**config.mk**
```make
export PLATFORM = sky130hd
export DESIGN_NAME = borrow_skip_subtractor_seq
export DESIGN_NICKNAME = d
export VERILOG_FILES = /design/src/rtl/borrow_skip_subtractor_seq.sv
export SDC_FILE = /design/constraint.sdc
export NUM_CORES = 1
export LEC_CHECK = 0
export BUFFER_PORTS_ARGS = -buffer_cell sky130_fd_sc_hd__buf_4
export CAP_MARGIN = 20
export CELL_PAD_IN_SITES_DETAIL_PLACEMENT = 1
export CELL_PAD_IN_SITES_GLOBAL_PLACEMENT = 1
export CORE_ASPECT_RATIO = 0.7
export CORE_MARGIN = 2
export CORE_UTILIZATION = 40
export DETAILED_ROUTE_END_ITERATION = 16
export PLACE_DENSITY_LB_ADDON = 0.2
export SLEW_MARGIN = 0
export SYNTH_ARGS = -nofsm -noshare
export SYNTH_HDL_FRONTEND = slang
export SYNTH_SLANG_ARGS = --single-unit
```
**constraint.sdc**
```tcl
create_clock -name clk -period 3.8 [get_ports clk]
set_clock_uncertainty 0.2 [all_clocks]
set_input_delay 0.38 -clock clk [delete_from_list [all_inputs] [get_ports clk]]
set_output_delay 0.38 -clock clk [all_outputs]
set_load 0.02 [all_outputs]
```
**src/rtl/borrow_skip_subtractor_seq.sv**
```systemverilog
// Sequential borrow-skip subtractor: diff = a - b - borrow_in, one BLOCK-bit slice per clock.
// Operands arrive and results leave over valid/ready handshakes.
module borrow_skip_subtractor_seq #(
    parameter int WIDTH = 16,
    parameter int BLOCK = 4
) (
    input  logic                                  clk,
    input  logic                                  rst_n,
    input  logic                                  in_valid,
    output logic                                  in_ready,
    input  logic [WIDTH-1:0]                      a,
    input  logic [WIDTH-1:0]                      b,
    input  logic                                  borrow_in,
    output logic                                  out_valid,
    input  logic                                  out_ready,
    output logic [WIDTH-1:0]                      diff,
    output logic                                  borrow_out,
    output logic                                  overflow,
    output logic [$clog2(WIDTH/BLOCK+1)-1:0]      skip_count
);
    localparam int NBLK = WIDTH / BLOCK;
    localparam int KW   = (NBLK > 1) ? $clog2(NBLK) : 1;
    localparam int SCW  = $clog2(NBLK + 1);
    localparam int MSB  = WIDTH - 1;

    typedef enum logic [1:0] {ST_IDLE = 2'd0, ST_RUN = 2'd1, ST_DONE = 2'd2} state_t;

    state_t           r_state;
    logic [WIDTH-1:0] r_a;
    logic [WIDTH-1:0] r_b;
    logic             r_br;
    logic [KW-1:0]    r_k;
    logic [WIDTH-1:0] r_diff;
    logic             r_borrow_out;
    logic             r_overflow;
    logic [SCW-1:0]   r_skip_count;
    logic             r_out_valid;
    logic             r_in_ready;

    logic [BLOCK-1:0] w_a_sl;
    logic [BLOCK-1:0] w_b_sl;
    logic [BLOCK+1:0] w_res;
    logic             w_skip;
    logic             w_bo;
    logic             w_last;
    logic [WIDTH-1:0] w_diff_next;

    // Ripple-borrow over one slice; the skip flag bypasses the chain when every bit pair is equal.
    function automatic logic [BLOCK+1:0] slice_sub(input logic [BLOCK-1:0] sa,
                                                   input logic [BLOCK-1:0] sb,
                                                   input logic             bin);
        logic [BLOCK:0]   br;
        logic [BLOCK-1:0] d;
        logic             skip;
        br    = {(BLOCK+1){1'b0}};
        d     = {BLOCK{1'b0}};
        br[0] = bin;
        for (int i = 0; i < BLOCK; i++) begin
            d[i]    = sa[i] ^ sb[i] ^ br[i];
            br[i+1] = (~sa[i] & sb[i]) | (~(sa[i] ^ sb[i]) & br[i]);
        end
        skip = (sa == sb);
        return {skip, (skip ? bin : br[BLOCK]), d};
    endfunction

    // Current slice operands, slice result and the merged result word.
    always_comb begin
        w_a_sl      = r_a[int'(r_k)*BLOCK +: BLOCK];
        w_b_sl      = r_b[int'(r_k)*BLOCK +: BLOCK];
        w_res       = slice_sub(w_a_sl, w_b_sl, r_br);
        w_skip      = w_res[BLOCK+1];
        w_bo        = w_res[BLOCK];
        w_last      = (r_k == KW'(NBLK - 1));
        w_diff_next = r_diff;
        w_diff_next[int'(r_k)*BLOCK +: BLOCK] = w_res[BLOCK-1:0];
    end

    // Control FSM with registered handshake and result outputs.
    always_ff @(posedge clk or negedge rst_n) begin
        if (!rst_n) begin
            r_state      <= ST_IDLE;
            r_a          <= {WIDTH{1'b0}};
            r_b          <= {WIDTH{1'b0}};
            r_br         <= 1'b0;
            r_k          <= {KW{1'b0}};
            r_diff       <= {WIDTH{1'b0}};
            r_borrow_out <= 1'b0;
            r_overflow   <= 1'b0;
            r_skip_count <= {SCW{1'b0}};
            r_out_valid  <= 1'b0;
            r_in_ready   <= 1'b1;
        end else begin
            case (r_state)
                ST_IDLE: begin
                    if (in_valid) begin
                        r_a          <= a;
                        r_b          <= b;
                        r_br         <= borrow_in;
                        r_k          <= {KW{1'b0}};
                        r_skip_count <= {SCW{1'b0}};
                        r_in_ready   <= 1'b0;
                        r_state      <= ST_RUN;
                    end
                end
                ST_RUN: begin
                    r_diff <= w_diff_next;
                    r_br   <= w_bo;
                    if (w_skip) begin
                        r_skip_count <= r_skip_count + SCW'(1);
                    end
                    if (w_last) begin
                        r_borrow_out <= w_bo;
                        r_overflow   <= (r_a[MSB] != r_b[MSB]) && (w_diff_next[MSB] != r_a[MSB]);
                        r_out_valid  <= 1'b1;
                        r_state      <= ST_DONE;
                    end else begin
                        r_k <= r_k + KW'(1);
                    end
                end
                ST_DONE: begin
                    if (out_ready) begin
                        r_out_valid <= 1'b0;
                        r_in_ready  <= 1'b1;
                        r_state     <= ST_IDLE;
                    end
                end
                default: begin
                    r_out_valid <= 1'b0;
                    r_in_ready  <= 1'b1;
                    r_state     <= ST_IDLE;
                end
            endcase
        end
    end

    assign in_ready   = r_in_ready;
    assign out_valid  = r_out_valid;
    assign diff       = r_diff;
    assign borrow_out = r_borrow_out;
    assign overflow   = r_overflow;
    assign skip_count = r_skip_count;
endmodule

```
==> summary.md <==
| Metric | Value |
|---|---|
| Result of the run | complete, no violations |
| Sequential fraction of the synthesis area | 0.503 |
| Vias in the first global route | approximately 2200 |
| Power per cell area | 948 nW/um^2 |
| Initial DRT Pass Iterations | 4 |
| CTS tree | yes |
| Total overflow reported by the global router | 0 |
| Multi-input logic area | between 1000 and 1500 sq um |
| Sink Count | 60 |
| Hold Path Class | in2reg |
| Synthesized Nets | around 280 |
| CP startpoint kind | flop |
| Top Ports | 60 |
| Initial DRC Count | 70 |
| Number of antenna-violating nets in the routed design | 0 |
| Initial cell density of the core | 0.412 |
| Pin count of the biggest net entering global routing | 61 |
| Worst setup path category | reg2reg |
| Drt via density | just over 5 |
| Yosys top cell by area | sky130_fd_sc_hd__dfrtp_1 |
| Post-CTS setup buffer count | 0 |
| Most common cell after layout, fill and taps aside | sky130_fd_sc_hd__buf_4 |
| Instance count of the mapped netlist | between 200 and 250 |
| Fin crit period | about 3.5 ns |
| Most used flip-flop cell after synthesis | sky130_fd_sc_hd__dfrtp_1 |
| Final Hold Violating Endpoints | 0 |
| Fraction of synthesized cell area taken by the top area cell type | 0.494 |
| Count of different cell masters after synthesis | 37 |
| Per-instance average area after synthesis | 13.3 sq um |
| Synth Warn # | 0 |
| Height of the die | 76.3 um |
| Total Negative Setup Slacks | 0 ns |
| Setup slack of the critical path after layout | approximately 0.26 ns |
| Rows | 26 |
| Cts bufs inserted | 9 |
| DRC Markers | 0 |
| Share of cells above drive strength 1 | 0.438 |
| Static Leak | around 1.7 nW |
| Nature of the critical path endpoint | flop |
| Reg2Reg Setup Slack | around 0.26 ns |
| Worst skew pair latency | 0.33 ns |
| Setup repair after global routing missed its margin | false |
| Final core occ | 0.515 |
| Peak supply drop | 0.000340 V |
| Max-cap check violation count | 0 |
| CTS H-Tree Depth | 3 |
| Summed instance area of the synthesized netlist | 2990 sq um |
| Detailed placer's ending HPWL | roughly 5000 um |
| Number of antenna diodes | 0 |
| Top library cells by usage in the layout, fill and taps aside | sky130_fd_sc_hd__buf_4 (64), sky130_fd_sc_hd__dfrtp_1 (59), sky130_fd_sc_hd__mux2_2 (37) |
| Post-CTS clock slew at the launch and capture registers of the worst setup and hold paths | 0.07 ns |
| Largest cells by area after synthesis | sky130_fd_sc_hd__dfrtp_1 (49%), sky130_fd_sc_hd__mux2_2 (14%), sky130_fd_sc_hd__mux4_2 (6.0%) |
| GR Util All Layers | 0.184 |
| Detailed-route wire length | between 6000 and 7000 um |
| Number of buffer cells added on primary ports | 59 |
| Vias after detailed routing | 2002 |
| Fin nets | approximately 340 |
| Transition time of the tightest slew-check pin | 0.757 ns |
| Max-slew headroom | 0.495 |
| Global-route wire length before repair | between 10000 and 15000 um |
| Die outline width | about 110 um |
| Number of enable-type register cells in the synthesized netlist | 0 |
| Final period utilization | 0.932 |
| Floorplan die area | ~8200 sq um |
| Req. time, crit path | between 3 and 4 ns |
| Critical Path Source | r_k[0]$_DFFE_PN0P_ |
| Endpoints failing setup | 0 |
| Average detailed-routed wire length per instance | between 15 and 20 um |
| Pre-CTS setup slack | between 0.02 and 0.03 ns |
| Area taken by flip-flops and latches | 1500 sq um |
| Ys async rst share | 1.00 |
| Maximum fanout along the worst path | 4 |
| Data arrival at the endpoint of the critical path | roughly 3.6 ns |
| Initial antenna violation count | 0 |
| Maximum operating frequency | between 200 and 300 MHz |
| Startpoint of the worst hold path | out_ready |
| FILL cells | 750 |
| Fin. max-slew vios | 0 |
| Yosys reg bits | 60 |
| Clock Root Buffer | sky130_fd_sc_hd__clkbuf_8 |
| Last weighted congestion value of the routability-driven placer | about 0.79 |
| Instance area after placement | around 3500 sq um |
| Area of the placeable core | approximately 7300 sq um |
| Final standard cell area without fillers | between 3000 and 4000 sq um |
| Area Growth Syn to Fin | 25.1% |
| Total power | ~3.5 mW |
| Startpoint of the worst-slack reg-to-reg timing path | r_k[0]$_DFFE_PN0P_ |
| Clk buf depth | 2 |
==> layout make-up <==
| class | count | area share |
|---|---|---|
| Tap cell | 98 | 0.0328 |
| Sequential cell | 60 | 0.402 |
| Inverter | 15 | 0.0151 |
| Clock inverter | 4 | 0.0131 |
| Clock buffer | 12 | 0.0388 |
| Timing Repair Buffer | 65 | 0.131 |
| Multi-Input combinational cell | 141 | 0.367 |
==> power breakdown <==
part | total, mW | internal (mW) | switching [mW] | leakage (nW)
clock network | 0.569 | 0.320 | 0.248 | 0.100
registers | 1.17 | 0.929 | 0.238 | 0.746
logic | 1.81 | 0.862 | 0.946 | 0.885
==> critical path, cell delays in order (launching register included) <==
cell and delay [ns]:
sky130_fd_sc_hd__dfrtp_1 0.37, sky130_fd_sc_hd__mux4_2 0.51, sky130_fd_sc_hd__inv_1 0.13, sky130_fd_sc_hd__fa_1 0.18
sky130_fd_sc_hd__inv_1 0.05, sky130_fd_sc_hd__fa_1 0.38, sky130_fd_sc_hd__fa_1 0.37, sky130_fd_sc_hd__inv_1 0.08
sky130_fd_sc_hd__fa_1 0.48, sky130_fd_sc_hd__nor4b_2 0.41, sky130_fd_sc_hd__a2111o_1 0.21, sky130_fd_sc_hd__nand3_1 0.06
==> worst paths after layout <==
kind	to	cells past startpoint
worst max register to register	overflow$_DFFE_PN0P_	11
worst max-delay path	overflow$_DFFE_PN0P_	11
min in group asynchronous	diff[2]$_DFFE_PN0P_	2
worst min register to register	diff[4]$_DFFE_PN0P_	2
worst min-delay path	r_state[1]$_DFFE_PN0P_	2
max in group asynchronous	out_valid$_DFFE_PN0P_	2
==> cell families after synthesis <==
logic type	after synthesis	share of synthesized area
simple gates	50	0.111
flops	60	0.503
compound gates	27	0.0582
fa+ha+maj	15	0.0729
buf+inv	23	0.0402
mux	49	0.215
==> flip-flops by register name (all words and copies together), names as in the netlist <==
signal,flops
borrow_out,1
diff,16
in_ready,1
out_valid,1
overflow,1
r_a,16
r_b,16
r_br,1
r_k,2
r_state,2
skip_count,3
==> metrics by stage <==
step | hold slack (ns) | std cells
after floorplan | -0.116 | 224
after global placement | 0.266 | 378
after detailed placement | 0.281 | 378
after CTS | 0.0276 | 395
after global routing | 0.0452 | 395
final | 0.0442 | 395
==> synthesized netlist by cell type, types with 3 or more instances <==
master,instances
sky130_fd_sc_hd__a21oi_1,3
sky130_fd_sc_hd__a22o_1,3
sky130_fd_sc_hd__buf_2,3
sky130_fd_sc_hd__buf_6,4
sky130_fd_sc_hd__dfrtp_1,59
sky130_fd_sc_hd__fa_1,4
sky130_fd_sc_hd__ha_1,11
sky130_fd_sc_hd__inv_1,15
sky130_fd_sc_hd__mux2_2,37
sky130_fd_sc_hd__mux2i_1,3
sky130_fd_sc_hd__mux4_2,8
sky130_fd_sc_hd__nand2_1,16
sky130_fd_sc_hd__nand2b_1,3
sky130_fd_sc_hd__nand3b_1,4
sky130_fd_sc_hd__nor2_1,5
sky130_fd_sc_hd__nor2b_1,4
sky130_fd_sc_hd__o21ai_0,13
sky130_fd_sc_hd__o31ai_1,5
==> metal layers <==
| metal | up-vias | GRT usage | share of wire |
|---|---|---|---|
| met1 | 1010 | 0.257 | 0.50 |
| met5 | - | 0 | 0 |
| met3 | 8 | 0.0479 | 0.047 |
| met2 | 49 | 0.279 | 0.44 |
| met4 | 0 | 0.0584 | 0.013 |
| li1 | 935 | - | - |
==> what timing repair did <==
action,4_1_cts,5_1_grt
endpoints found under the hold margin,59,0
gates resized for setup,0,1
hold buffers,1,0
endpoints found under the setup margin,0,2
No activity file was read; power rests on OpenSTA's default activity.
